`config.mk`:
```
export PLATFORM = sky130hd
export DESIGN_NAME = tribuf_bus_arbiter
export DESIGN_NICKNAME = d
export VERILOG_FILES = /design/src/rtl/tribuf_bus_arbiter_pkg.sv /design/src/rtl/tribuf_bus_arbiter_rr_priority_pick.sv /design/src/rtl/tribuf_bus_arbiter.sv
export SDC_FILE = /design/constraint.sdc
export NUM_CORES = 1
export LEC_CHECK = 0
export BUFFER_PORTS_ARGS = -buffer_cell sky130_fd_sc_hd__buf_4
export CAP_MARGIN = 30
export CORE_MARGIN = 2
export CORE_UTILIZATION = 45
export DETAILED_ROUTE_END_ITERATION = 12
export GPL_TIMING_DRIVEN = 0
export PLACE_DENSITY = 0.68
export SETUP_SLACK_MARGIN = 0.1
export SLEW_MARGIN = 20
export SYNTH_ARGS = -nofsm -noshare
export SYNTH_HDL_FRONTEND = slang
export SYNTH_HIERARCHICAL = 1
export SYNTH_SLANG_ARGS = --single-unit
```
`constraint.sdc`:
```
create_clock -name clk -period 1.9 [get_ports clk]
set_clock_uncertainty 0.05 [all_clocks]
set_input_delay 0.38 -clock clk [delete_from_list [all_inputs] [get_ports clk]]
set_output_delay 0.38 -clock clk [all_outputs]
set_load 0.02 [all_outputs]
```
`src/rtl/tribuf_bus_arbiter_pkg.sv`:
```
// Shared definitions for the tri-state bus arbiter: FSM state encoding
// and the round-robin index helper used by the priority picker.
package tribuf_bus_arbiter_pkg;

    typedef enum logic [1:0] {
        STATE_IDLE  = 2'd0,
        STATE_GRANT = 2'd1,
        STATE_TURN  = 2'd2
    } state_t;

    // Index reached by stepping 'offset' places above 'base', wrapping modulo n.
    function automatic int unsigned rr_index(input int unsigned base,
                                             input int unsigned offset,
                                             input int unsigned n);
        return (base + offset) % n;
    endfunction

endpackage

```
`src/rtl/tribuf_bus_arbiter_rr_priority_pick.sv`:
```
// Combinational round-robin picker: searches req upward from ptr+1,
// wrapping, so the requester at ptr itself has the lowest priority.
module rr_priority_pick
    import tribuf_bus_arbiter_pkg::*;
#(
    parameter int NUM_REQS = 4,
    parameter int IDX_SZ   = 2
) (
    input  logic [NUM_REQS-1:0] req,
    input  logic [IDX_SZ-1:0]   ptr,
    output logic [NUM_REQS-1:0] winner_oh,
    output logic [IDX_SZ-1:0]   winner_idx,
    output logic                any
);

    // Scan from lowest to highest priority so the last hit is the winner.
    always_comb begin
        // NOTE: every output gets a default first so no path leaves a latch.
        winner_oh  = '0;
        winner_idx = '0;
        any        = |req;
        for (int k = NUM_REQS; k >= 1; k--) begin
            logic [IDX_SZ-1:0] cand;
            cand = IDX_SZ'(rr_index(32'(ptr), k, NUM_REQS));
            if (req[cand]) begin
                winner_idx = cand;
            end
        end
        if (any) begin
            winner_oh[winner_idx] = 1'b1;
        end
    end

endmodule

```
`src/rtl/tribuf_bus_arbiter.sv`:
```
// Round-robin owner scheduler driving the per-partition output enables
// of a shared tri-state bus. A tenure ends on done_p, on the owner
// dropping its request, or after MAX_HOLD cycles.
// Build option: define TRIBUF_BUS_ARBITER_TURNAROUND_EN to insert one
// undriven cycle between owners; otherwise ownership hands off directly.
module tribuf_bus_arbiter
    import tribuf_bus_arbiter_pkg::*;
#(
    parameter int NUM_REQS = 4,
    parameter int MAX_HOLD = 8,
    parameter int IDX_SZ   = 2,
    parameter int HOLD_SZ  = 3
) (
    input  logic                clk,
    input  logic                reset,
    input  logic [NUM_REQS-1:0] req,
    input  logic                done_p,
    output logic [NUM_REQS-1:0] oe,
    output logic                grant_val,
    output logic [IDX_SZ-1:0]   grant_idx,
    output logic                release_p
);

    localparam logic [HOLD_SZ-1:0] HOLD_LAST = HOLD_SZ'(MAX_HOLD - 1);

    state_t              state;
    logic [IDX_SZ-1:0]   ptr;
    logic [HOLD_SZ-1:0]  hold_cnt;
    logic [NUM_REQS-1:0] win_oh;
    logic [IDX_SZ-1:0]   win_idx;
    logic                win_any;
    logic                timeout;

    // ptr always holds the current (or most recent) owner, so a pick made at
    // release time automatically puts that owner last in line.
    rr_priority_pick #(
        .NUM_REQS (NUM_REQS),
        .IDX_SZ   (IDX_SZ)
    ) u_pick (
        .req        (req),
        .ptr        (ptr),
        .winner_oh  (win_oh),
        .winner_idx (win_idx),
        .any        (win_any)
    );

    assign timeout   = (hold_cnt == HOLD_LAST);
    assign release_p = (state == STATE_GRANT) && (done_p || !req[grant_idx] || timeout);

    // Ownership FSM with registered enables; reset clears oe without a clock.
    always_ff @(posedge clk or posedge reset) begin
        if (reset) begin
            state     <= STATE_IDLE;
            oe        <= '0;
            grant_val <= 1'b0;
            grant_idx <= '0;
            hold_cnt  <= '0;
            ptr       <= IDX_SZ'(NUM_REQS - 1);
        end else begin
            // NOTE: non-blocking assignments so every flop samples pre-edge values.
            case (state)
                STATE_IDLE: begin
                    if (win_any) begin
                        state     <= STATE_GRANT;
                        oe        <= win_oh;
                        grant_val <= 1'b1;
                        grant_idx <= win_idx;
                        ptr       <= win_idx;
                        hold_cnt  <= '0;
                    end
                end

                STATE_GRANT: begin
                    if (release_p) begin
`ifdef TRIBUF_BUS_ARBITER_TURNAROUND_EN
                        state     <= STATE_TURN;
                        oe        <= '0;
                        grant_val <= 1'b0;
                        grant_idx <= '0;
                        hold_cnt  <= '0;
`else
                        if (win_any) begin
                            oe        <= win_oh;
                            grant_val <= 1'b1;
                            grant_idx <= win_idx;
                            ptr       <= win_idx;
                            hold_cnt  <= '0;
                        end else begin
                            state     <= STATE_IDLE;
                            oe        <= '0;
                            grant_val <= 1'b0;
                            grant_idx <= '0;
                            hold_cnt  <= '0;
                        end
`endif
                    end else if (!timeout) begin
                        hold_cnt <= hold_cnt + 1'b1;
                    end
                end

                STATE_TURN: begin
                    if (win_any) begin
                        state     <= STATE_GRANT;
                        oe        <= win_oh;
                        grant_val <= 1'b1;
                        grant_idx <= win_idx;
                        ptr       <= win_idx;
                        hold_cnt  <= '0;
                    end else begin
                        state <= STATE_IDLE;
                    end
                end

                default: begin
                    state     <= STATE_IDLE;
                    oe        <= '0;
                    grant_val <= 1'b0;
                    grant_idx <= '0;
                    hold_cnt  <= '0;
                end
            endcase
        end
    end

endmodule

```
---- Word-level counts from Yosys, hierarchy flattened ----
Cells that the tools add are included.
operators by class
  add/sub/neg operators ................... 5
  order comparisons ....................... 7
  eq/ne operators ......................... 8
  mux-type cells .......................... 40
  reduce and logical (&&, ||, !) cells .... 13
operators with widths
  operator               count
  $mux W2                12
  $lt A2 B3 Y1 const B   6
  $mux W4                3
  $bmux W1 S2            5
  $mux W1                10
  $mux W3                3
  $pmux W2 S2            2
  $pmux W4 S2            1
  $pmux W2 S3            1
  $pmux W3 S2            1
  $reduce_and A2 Y1      3
  $add A2 B1 Y2 const B  2
  $add A2 B2 Y2 const B  2
  $ne A2 B1 Y1 const B   2
  $ne A2 B2 Y1 const B   2
  $reduce_or A4 Y1       1
  $add A3 B1 Y3 const B  1
  $eq A3 B3 Y1 const B   1
  $ne A3 B3 Y1 const B   1
  $reduce_and A3 Y1      1
  $demux W1 S2           1
  $eq A2 B1 Y1 const B   1
  $eq A2 B2 Y1 const B   1
  $ge A2 B1 Y1 const B   1
  other kinds (7)        9
storage, ports and cells
  register bits ........................... 14
  input port bits ......................... 7
  output and inout port bits .............. 8
  logic and storage cells ................. 79

---- Longest topological paths before layout ----
  depth in word-level cells ............... 14
  gate-level depth with buffers ........... 9

---- Hierarchy ----
The synthesis kept the hierarchy.
modules (own cells, without submodules)
  module              instances  cells an instance  area each (um^2)  sequential area each (um^2)
  tribuf_bus_arbiter  1          69                 767.0             327.8
  rr_priority_pick    1          33                 219.0             0.0

---- Worst setup path before layout ----
OpenSTA, ideal clock, no wires.
  kind .................................... register to output
  from .................................... register hold_cnt[0]
  to ...................................... output release_p
  arrival ................................. 1,576 ps
  path slack .............................. -106 ps
  stages on the path, launching flop included .. 6
  path buffers ............................ 0
  path through ............................ dfrtp_1 ha_1 ha_1 or3b_4 a2bb2oi_4 and2_2
on the way
  cells in the longest elaborated chain, start to end .. 3
ends and longest elaborated chain
  what                      RTL line                  source
  start: declaration        tribuf_bus_arbiter.sv:28  logic [HOLD_SZ-1:0] hold_cnt;
  start signal: assignment  tribuf_bus_arbiter.sv:97  hold_cnt <= hold_cnt + 1'b1;
  $eq A3 B3 Y1              tribuf_bus_arbiter.sv:47  assign timeout = (hold_cnt == HOLD_LAST);
  $logic_or A1 B1 Y1        tribuf_bus_arbiter.sv:48  assign release_p = (state == STATE_GRANT) && (done_p || !req[grant_idx] || timeout);
  $logic_and A1 B1 Y1       tribuf_bus_arbiter.sv:48
  end: declaration          tribuf_bus_arbiter.sv:21  output logic release_p
No other way between the ends.

---- Worst setup path in the final report ----
Same ends and word-level chain as after synthesis.

==> results.sh <==
export IMPL_ant_nets=0
export IMPL_antenna_found_initial=0
export IMPL_n_antenna_cell=0
export IMPL_synth_top_area_share_pct=27.9
export IMPL_ys_ff_latch=13
export IMPL_outcome="finished with violations"
export IMPL_cts_tree="yes"
export IMPL_hpwl_um=1520
export IMPL_grt_pass1_vias=841
export IMPL_drt_wirelength_per_cell_um=14.6
export IMPL_grt_usage_pct=19.8
export IMPL_drv_slew=0
export IMPL_synth_simple_area_share_pct=18.7
export IMPL_synth_edf_count=0
export IMPL_hold_violations=0
export IMPL_end_kind="primary output"
export IMPL_yosys_mux_area_fraction_pct=12.1
export IMPL_slew_headroom_pct=65.9
export IMPL_initial_utilization_pct=48.8
export IMPL_yosys_warnings=6
export IMPL_startpoint_type="flop"
export IMPL_grt_max_degree=14
export IMPL_coreArea_mm2=0.00202
export IMPL_cts_max_level=1
export IMPL_route_detailed_drc=0
export IMPL_die_x_um=50.8
export IMPL_utilization_pct=64.5
export IMPL_violations="setup timing"
export IMPL_rsz0062_at_grt="yes"
export IMPL_clockBufferDepth=2
export IMPL_viasPerCell=5.57
export IMPL_drive_above_1_share_pct=37.4
export IMPL_cts_root_buf="clkbuf_4"
export IMPL_path_clk_slew_ns=0.09
export IMPL_syn_area_um2=986
export IMPL_finalCritPeriodShare_pct=122
export IMPL_crit_type="reg2out"
export IMPL_synthFlopType="dfrtp_1"
export IMPL_synth_top_family_by_area="compound AO/OA/AOI/OAI gates"
export IMPL_totalWireLength_um=2310
export IMPL_die_height_um=50.8
export IMPL_ys_seq_area_share_pct=33.2
export IMPL_p_clk_share_pct=9.5
export IMPL_synthesis_nets=113
export IMPL_drt_iter0_markers=28
export IMPL_fin_total_pwr_mw=1.86
export IMPL_avgSynthCellArea_um2=9.67
export IMPL_grt_overflow=0
export IMPL_fin_nets=143
export IMPL_yosys_top_cells_area="dfrtp_1 (28%), mux2i_1 (6.1%), dfstp_2 (5.3%)"
export IMPL_gp_congestion=0.762
export IMPL_cp_max_fo=3
export IMPL_synth_largest_area_cell="dfrtp_1"
export IMPL_hold_class="in2async"
export IMPL_grt_pass1_wl_um=3820
export IMPL_cts_num_sinks=13
export IMPL_p_sw_share_pct=41.4
export IMPL_comb_power_share_pct=62.4
export IMPL_ys_async_sr_fraction_pct=100
export IMPL_numCtsBuffers=3
export IMPL_synth_compound_area_share_pct=26.0
export IMPL_num_vias=880
export IMPL_synth_cell_type_count=37
export IMPL_drv_cap=0
export IMPL_fmax_ghz=0.431
export IMPL_dr_pass1_iters=4
export IMPL_worstSkewPairLatency_ns=0.28
export IMPL_arrival_ns=1.89
export IMPL_num_rows=16
export IMPL_finalCriticalPeriod_ns=2.32
export IMPL_hold_buffers=0
export IMPL_powerDensity_mw_per_mm2=1430
export IMPL_dieArea_mm2=0.00258
export IMPL_p_leak_nw=0.631
export IMPL_seq_power_share_pct=28.1
export IMPL_synthCells=102
export IMPL_io_pins=15
export IMPL_synth_xor_area_share_pct=0
export IMPL_synthAdderAreaFrac_pct=5.08
export IMPL_setup_ws_ns=-0.421
export IMPL_fillCellCount=165
export IMPL_setup_violations=10
export IMPL_tightest_slew_ns=0.511
export IMPL_netlist_top_cells_count="nand2_1 (12), dfrtp_1 (11), o21ai_0 (9)"
export IMPL_ir_drop_uv=980
export IMPL_p_switching_mw=0.771
export IMPL_area_growth_pct=32.2
export IMPL_io_buffers=14
export IMPL_required_ns=1.47
export IMPL_p_int_mw=1.09
export IMPL_yosysMostFrequentCell="nand2_1"
[routing by layer]
| layer | GRT usage (%) | wire length [um] | vias up |
|---|---|---|---|
| met5 | 0 | 0 | - |
| met4 | 5.41 | 20 | 0 |
| li1 | - | - | 430 |
| met3 | 2.92 | 114 | 4 |
| met1 | 28.0 | 1100 | 417 |
| met2 | 31.6 | 1080 | 29 |
[worst paths after layout]
path | end | slack (ns) | startpoint | cells past startpoint
worst max-delay path | release_p | -0.42 | hold_cnt[0]$_DFFE_PP0P_ | 6
worst min-delay path | grant_idx[0]$_DFFE_PP0P_ | 0.07 | reset | 2
worst max register to register | ptr[0]$_DFFE_PP1P_ | -0.39 | hold_cnt[0]$_DFFE_PP0P_ | 9
worst min register to register | oe[1]$_DFFE_PP0P_ | 0.45 | oe[1]$_DFFE_PP0P_ | 1
max in group asynchronous | ptr[0]$_DFFE_PP1P_ | 1.37 | reset | 2
min in group clk | oe[1]$_DFFE_PP0P_ | 0.45 | oe[1]$_DFFE_PP0P_ | 1
[state kept, by name, summed over array words and instances (netlist names)]
register / cells
state: 1
oe: 4
ptr: 2
grant_idx: 2
grant_val: 1
hold_cnt: 3
[what timing repair did]
action                     in CTS  in global routing
resized for setup              12                  2
pin swaps                       6                  2
setup endpoints to repair       9                 12
setup buffers                   8                  3
[cells by family after synthesis]
kind of cell    Yosys count
compound gates           31
buf+inv                  10
fa+ha+maj                 4
simple gates             34
flops                    13
mux                      10
[critical path, stage by stage, from the launching register on]
cell	delay, ns
dfrtp_1	0.43
ha_4	0.18
ha_4	0.16
or3b_4	0.38
a2bb2oi_4	0.16
and2_4	0.18
buf_6	0.12
[per-stage QoR]
stage / cells / TNS (ns) / hold WS [ns] / setup slack (ns) / area, um^2
final: 158 / -2.82 / 0.0680 / -0.421 / 1300
after global routing: 158 / -3.55 / 0.130 / -0.465 / 1300
after CTS: 155 / -2.64 / 0.0856 / -0.404 / 1280
after detailed placement: 143 / -0.419 / 0.394 / -0.192 / 1140
after global placement: 143 / -0.321 / 0.391 / -0.172 / 1140
after floorplan: 102 / -0.0164 / 0.206 / -0.00572 / 1000
[power by group through the flow]
stage / clock [mW] / sequential [mW] / combinational, mW
floorplan: 0 / 0.572 / 0.633
global placement: 0 / 0.508 / 0.935
detailed placement: 0 / 0.515 / 0.953
CTS: 0.178 / 0.518 / 1.11
global route: 0.193 / 0.539 / 1.25
finish: 0.177 / 0.522 / 1.16
[cell type report]
class / instances / area (um^2) / share of cell area [%]
buffer: 5 / 30.0 / 2.30
clock buffer: 3 / 22.5 / 1.73
clock inverter: 1 / 5.00 / 0.384
inverter: 5 / 18.8 / 1.44
multi-input combinational: 79 / 663 / 50.9
sequential: 13 / 328 / 25.1
tap: 27 / 33.8 / 2.59
timing repair buffer: 25 / 203 / 15.5
[placed cells by master (no fill, tap or decap), types with 2 or more instances in the layout]
| master | count |
|---|---|
| nor2_1 | 7 |
| ha_1 | 2 |
| dfrtp_1 | 11 |
| nand2_1 | 12 |
| clkbuf_4 | 3 |
| mux2_4 | 3 |
| buf_4 | 21 |
| inv_1 | 5 |
| dfstp_2 | 2 |
| o21ai_1 | 4 |
| mux2i_1 | 6 |
| nor2b_1 | 3 |
| a32oi_1 | 4 |
| o21a_1 | 3 |
| nand2b_1 | 4 |
| buf_2 | 3 |
| o21ai_0 | 5 |
| a21oi_1 | 3 |
| a21o_1 | 2 |
| buf_6 | 5 |
| ha_4 | 2 |
(Power assumes the default switching activity.)
